[src/rtl/vec_lane_sequencer.sv]
// Purpose : serialises one LANES-wide vector instruction through a single shared scalar ALU, one lane per cycle.
// Latency : accept at edge E0 -> out_valid after edge E_LANES; a nop completes after edge E1.
// Backpressure: a completed result is held stable in DONE until out_ready; no new instruction is taken meanwhile.
//
// Ports:
//   clk, rst                  clock and synchronous active-high reset
//   in_valid/in_ready         instruction handshake; in_op, in_vec_a, in_vec_b carry the instruction
//   in_broadcast              (only with VEC_SCALAR_BROADCAST_EN) replicate lane 0 of B into every B lane
//   alu_op/alu_a/alu_b        drive to the combinational ALU; alu_result/alu_neg/alu_zero return same cycle
//   out_valid/out_ready       result handshake; out_vec plus aggregate out_neg (OR) and out_zero (AND)
//
// Optional feature macro: VEC_SCALAR_BROADCAST_EN (undefined by default -> element-wise only).

module vec_lane_sequencer #(
    parameter int dataSize = 8,
    parameter int LANES    = 4
) (
    input  logic                        clk,
    input  logic                        rst,

    input  logic                        in_valid,
    output logic                        in_ready,
    input  logic [2:0]                  in_op,
    input  logic [LANES*dataSize-1:0]   in_vec_a,
    input  logic [LANES*dataSize-1:0]   in_vec_b,
`ifdef VEC_SCALAR_BROADCAST_EN
    input  logic                        in_broadcast,
`endif

    output logic [2:0]                  alu_op,
    output logic [dataSize-1:0]         alu_a,
    output logic [dataSize-1:0]         alu_b,
    input  logic [dataSize-1:0]         alu_result,
    input  logic                        alu_neg,
    input  logic                        alu_zero,

    output logic                        out_valid,
    input  logic                        out_ready,
    output logic [LANES*dataSize-1:0]   out_vec,
    output logic                        out_neg,
    output logic                        out_zero
);

    localparam int IDX_W = (LANES > 2) ? $clog2(LANES) : 1;
    localparam logic [IDX_W-1:0] LAST_IDX = IDX_W'(LANES - 1);

    localparam logic [1:0] S_IDLE = 2'd0;
    localparam logic [1:0] S_EXEC = 2'd1;
    localparam logic [1:0] S_DONE = 2'd2;

    localparam logic [2:0] OP_NOP = 3'b000;

    logic [1:0]                 state;
    logic [IDX_W-1:0]           idx;
    logic [2:0]                 op_q;
    logic [LANES*dataSize-1:0]  vec_a_q;
    logic [LANES*dataSize-1:0]  vec_b_q;
    logic [LANES*dataSize-1:0]  res_q;
    logic                       neg_q;
    logic                       zero_q;
    logic                       valid_q;

    logic                       accept;
    logic [LANES*dataSize-1:0]  b_accept;

    assign in_ready  = (state == S_IDLE);
    assign accept    = in_valid && in_ready;

    assign out_valid = valid_q;
    assign out_vec   = res_q;
    assign out_neg   = neg_q;
    assign out_zero  = zero_q;

    // B operand as it will be latched; broadcast turns lane 0 into a scalar.
    always_comb begin
        b_accept = in_vec_b;
`ifdef VEC_SCALAR_BROADCAST_EN
        if (in_broadcast) begin
            for (int i = 0; i < LANES; i++) begin
                b_accept[i*dataSize +: dataSize] = in_vec_b[dataSize-1:0];
            end
        end
`endif
    end

    // ALU sees the current lane only while executing; otherwise it is parked on nop/0/0.
    always_comb begin
        alu_op = OP_NOP;
        alu_a  = '0;
        alu_b  = '0;
        if (state == S_EXEC) begin
            alu_op = op_q;
            alu_a  = vec_a_q[int'(idx)*dataSize +: dataSize];
            alu_b  = vec_b_q[int'(idx)*dataSize +: dataSize];
        end
    end

    always_ff @(posedge clk) begin
        if (rst) begin
            state   <= S_IDLE;
            idx     <= '0;
            op_q    <= OP_NOP;
            vec_a_q <= '0;
            vec_b_q <= '0;
            res_q   <= '0;
            neg_q   <= 1'b0;
            zero_q  <= 1'b0;
            valid_q <= 1'b0;
        end else begin
            case (state)
                S_IDLE: begin
                    if (accept) begin
                        op_q    <= in_op;
                        vec_a_q <= in_vec_a;
                        vec_b_q <= b_accept;
                        idx     <= '0;
                        res_q   <= '0;
                        neg_q   <= 1'b0;
                        zero_q  <= 1'b1;
                        // A nop has nothing to compute: its all-zero result is
                        // already in place, so skip the lane walk entirely.
                        state   <= (in_op == OP_NOP) ? S_DONE : S_EXEC;
                    end
                end

                S_EXEC: begin
                    res_q[int'(idx)*dataSize +: dataSize] <= alu_result;
                    neg_q  <= neg_q | alu_neg;
                    zero_q <= zero_q & alu_zero;
                    if (idx == LAST_IDX) begin
                        // Index returns to 0 so it never leaves the lane range.
                        idx     <= '0;
                        valid_q <= 1'b1;
                        state   <= S_DONE;
                    end else begin
                        idx <= idx + IDX_W'(1);
                    end
                end

                S_DONE: begin
                    // Arriving from a nop, out_valid is raised one edge after
                    // accept, matching the single-pass timing of a lane op.
                    if (!valid_q) begin
                        valid_q <= 1'b1;
                    end else if (out_ready) begin
                        valid_q <= 1'b0;
                        state   <= S_IDLE;
                    end
                end

                default: begin
                    state   <= S_IDLE;
                    valid_q <= 1'b0;
                end
            endcase
        end
    end

endmodule
[config.mk]
export PLATFORM = sky130hd
export DESIGN_NAME = vec_lane_sequencer
export DESIGN_NICKNAME = d
export VERILOG_FILES = /design/src/rtl/vec_lane_sequencer.sv
export SDC_FILE = /design/constraint.sdc
export NUM_CORES = 1
export LEC_CHECK = 0
export BUFFER_PORTS_ARGS = -buffer_cell sky130_fd_sc_hd__clkbuf_2
export CAP_MARGIN = 20
export CORE_AREA = 2 2 121 76
export CTS_BUF_LIST = sky130_fd_sc_hd__clkbuf_8 sky130_fd_sc_hd__clkbuf_16
export CTS_CLUSTER_DIAMETER = 40
export DETAILED_ROUTE_END_ITERATION = 10
export DIE_AREA = 0 0 123 78
export GPL_TIMING_DRIVEN = 0
export PLACE_DENSITY_LB_ADDON = 0.12
export SYNTH_ARGS = -nofsm -noshare
export SYNTH_HDL_FRONTEND = slang
export SYNTH_SLANG_ARGS = --single-unit
[constraint.sdc]
create_clock -name clk -period 6 [get_ports clk]
set_clock_uncertainty 0.15 [all_clocks]
set_input_delay 1.2 -clock clk [delete_from_list [all_inputs] [get_ports clk]]
set_output_delay 1.2 -clock clk [all_outputs]
set_load 0.005 [all_outputs]
==> metrics.txt <==
met3 wire len 1260 microns; peak per-stage delay on the critical path 0.46 ns; most common library cell in the layout ignoring fill and taps clkbuf_2; number of flip-flops and latches in the synthesized netlist 106; Post-synth EDFFs 0; Post-CTS Repair Setup Buffers 0; number of standard-cell rows in the floorplan 26; actual slew at the worst max-slew pin 0.643 ns; Post-Place Cells 762; Final Max Tran Viols 0; worst path bufs/invs 5; relative slew slack 55.9%; synth top area cells dfxtp_1 46%, nand2_1 11%, a21oi_1 9.2%, mux4_1 9.0%, a22o_1 3.0%; Clock Pin Slew Worst Setup and Hold Paths 0.07 ns; switching power share of the total 34.8%; die outline height 78 microns; GP Congestion 0.918; FMAX 0.267 GHz; clock tree from TritonCTS done; Post-Syn Area 4660 sq um; Yosys warning count 0; antenna violations before repair 0; Post-Syn Area per Cell 9.05 sq um; worst slack at placement 2.69 ns; run status completed; global-route usage over all layers 27.8%; minimum hold slack 0.303 ns; total number of vias 4441; ant diodes 0; die boundary width 123 microns; number of remaining DRC errors 0; area fraction of the dominant cell type after synthesis 45.5%; placed cell areas 5480 sq um; Layout Nets 751; finished layout cell area 5770 sq um; number of buffers on the longest clock path 2; cells traversed along the worst timing path inv_1 -> ha_1 -> clkbuf_2 -> buf_2 -> clkbuf_1 -> and2_1 -> clkbuf_2; portion of total power attributed to the clock network 26.5%; logic gate share of total power 33.2%; post-detail-place hpwl 9820 microns; CP startpoint kind flip-flop; unrepaired setup endpoints after global routing false; residual antenna-violating net count after detailed routing 0; maximum fanout along the worst path 10; area grow syn2layout 23.6%; number of instances in the synthesized netlist 515; number of levels in the clock H-tree 3; cts bufs inserted 9; clock sink count 106; Top cell by count, worst path clkbuf_2; cell with the largest stage delay on the worst path clkbuf_1; worst setup path category reg -> out; clock latency reported for the late side of the worst-skew pair 0.34 ns; share of cells above drive strength 1 27.8%; maximum number of pins on one net before global-route repair 17; ratio of total power to cell area 375 nW/um^2; final cycle utilization of the critical path 62.4%; Setup-failing EPs final 0; max layer used met4; count of final hold-check violations 0; met2 routed wirelength 5750 microns; core outline area 8390 sq um; post-route core utilization 68.7%; most used flip-flop cell after synthesis dfxtp_1; class of the tightest hold or removal check reg -> reg; Initial DRT Pass Iterations 5; total power consumption of the routed design 2.16 mW; IO buf count 135; top library cells by usage in the layout, fill and taps aside 136 x clkbuf_2, 135 x nand2_1, 106 x dfxtp_1; sequential-to-total area share from yosys stat 45.5%; Peak VDD IR 208 uV; post-CTS sizing 0; global-route wire length before repair 20500 microns; Final min period 3.74 ns; Synth Net Count 605; part of the total power dissipated in sequential elements 40.3%; initial core utilization 55.6%; non-filler cells in the finished layout 778; Initial DRC Count 465; number of max-cap violations 0; Psw 0.751 mW; cell family contributing the most delay on the critical path buffers and inverters; worst setup slack for register-to-register paths 3.18 ns; final setup TNS 0 ns; total grt overflow 0; CP Data Required Time 4.65 ns; LEAKAGE 2.53 nW; fin worst setup slack 2.26 ns; hold_buf cts 0; met1 wire length 6240 microns; Critical Path AT 2.39 ns; vias in the first global route 4044; area of the die 9590 sq um; clock root buffer clkbuf_16; fraction of synthesis flops using an asynchronous set or reset pin 0%; final WL 13400 microns; ratio of routed vias to standard cells 5.71; Internal Pwr Total 1.41 mW; library cells used by synthesis 38; ports placed on the boundary 136; most area-hungry cell type in the Yosys netlist dfxtp_1; mean routed wirelength per cell 17.2 microns; critical path endpoint category output pin
-- power by group through the flow --
stage	Sequential [mW]	Clock, mW	Combinational [mW]
floorplan	0.865	0	0.494
global placement	0.878	0	0.680
detailed placement	0.883	0	0.702
CTS	0.868	0.582	0.708
global route	0.881	0.614	0.787
finish	0.871	0.572	0.718
-- metal layers --
layer | global-route usage (%) | vias to the layer above
li1 | - | 2096
met1 | 42.0 | 2089
met2 | 40.2 | 240
met3 | 6.54 | 16
met4 | 6.36 | 0
met5 | 0 | -
-- logic make-up (layout without fill, tap and decap cells) --
group                    after synthesis  count (layout)  synth area share [%]
flip-flops                           106             106                  45.5
multiplexers                          18              18                  9.55
buffers and inverters                 45             196                  5.10
AO/OA/AOI/OAI                        134             134                  16.5
AND/OR/NAND/NOR                      203             203                  21.0
adder cells (fa/ha/maj)                9               9                  2.41
-- sequential cells by signal (all words and copies together), names as in the netlist --
name,count
out_vec,32
vec_a_q,32
vec_b_q,32
op_q,3
idx,2
state,2
out_neg,1
out_valid,1
out_zero,1
-- worst min-delay path, cell delays in order, from the launching register on --
cell	delay, ns
dfxtp_1	0.31
nand2_1	0.05
a21oi_1	0.05
-- cell type report --
cell class | instances | area, sq um
clock inverter | 7 | 61.3
multi-input combinational | 364 | 2300
tap | 112 | 140
sequential | 106 | 2120
timing repair buffer | 135 | 676
fill | 691 | 2630
buffer | 40 | 219
clock buffer | 9 | 225
inverter | 5 | 18.8
-- cells in the mapped netlist, types with 3 or more instances --
cell and number:
nor2_1 3, and2_1 20, clkbuf_1 17, a21oi_1 86, ha_1 9, nand2b_1 5, nor2b_1 7, buf_2 9
buf_6 5, mux4_1 16, inv_1 5, and3_2 8, a22o_1 16, nand2_1 135, nand4_1 16, buf_4 5
dfxtp_1 106, buf_1 3, o21ai_0 20
-- worst paths after layout --
path | cells past startpoint | to | start
worst min register to register | 2 | vec_b_q[16]$_SDFFE_PP0P_ | vec_b_q[16]$_SDFFE_PP0P_
worst max register to register | 8 | out_vec[9]$_SDFFE_PP0P_ | idx[1]$_SDFFE_PP0P_
worst max-delay path | 7 | alu_b[3] | state[1]$_SDFFE_PP0P_
worst min-delay path | 2 | vec_b_q[16]$_SDFFE_PP0P_ | vec_b_q[16]$_SDFFE_PP0P_
(Power assumes the default switching activity.)
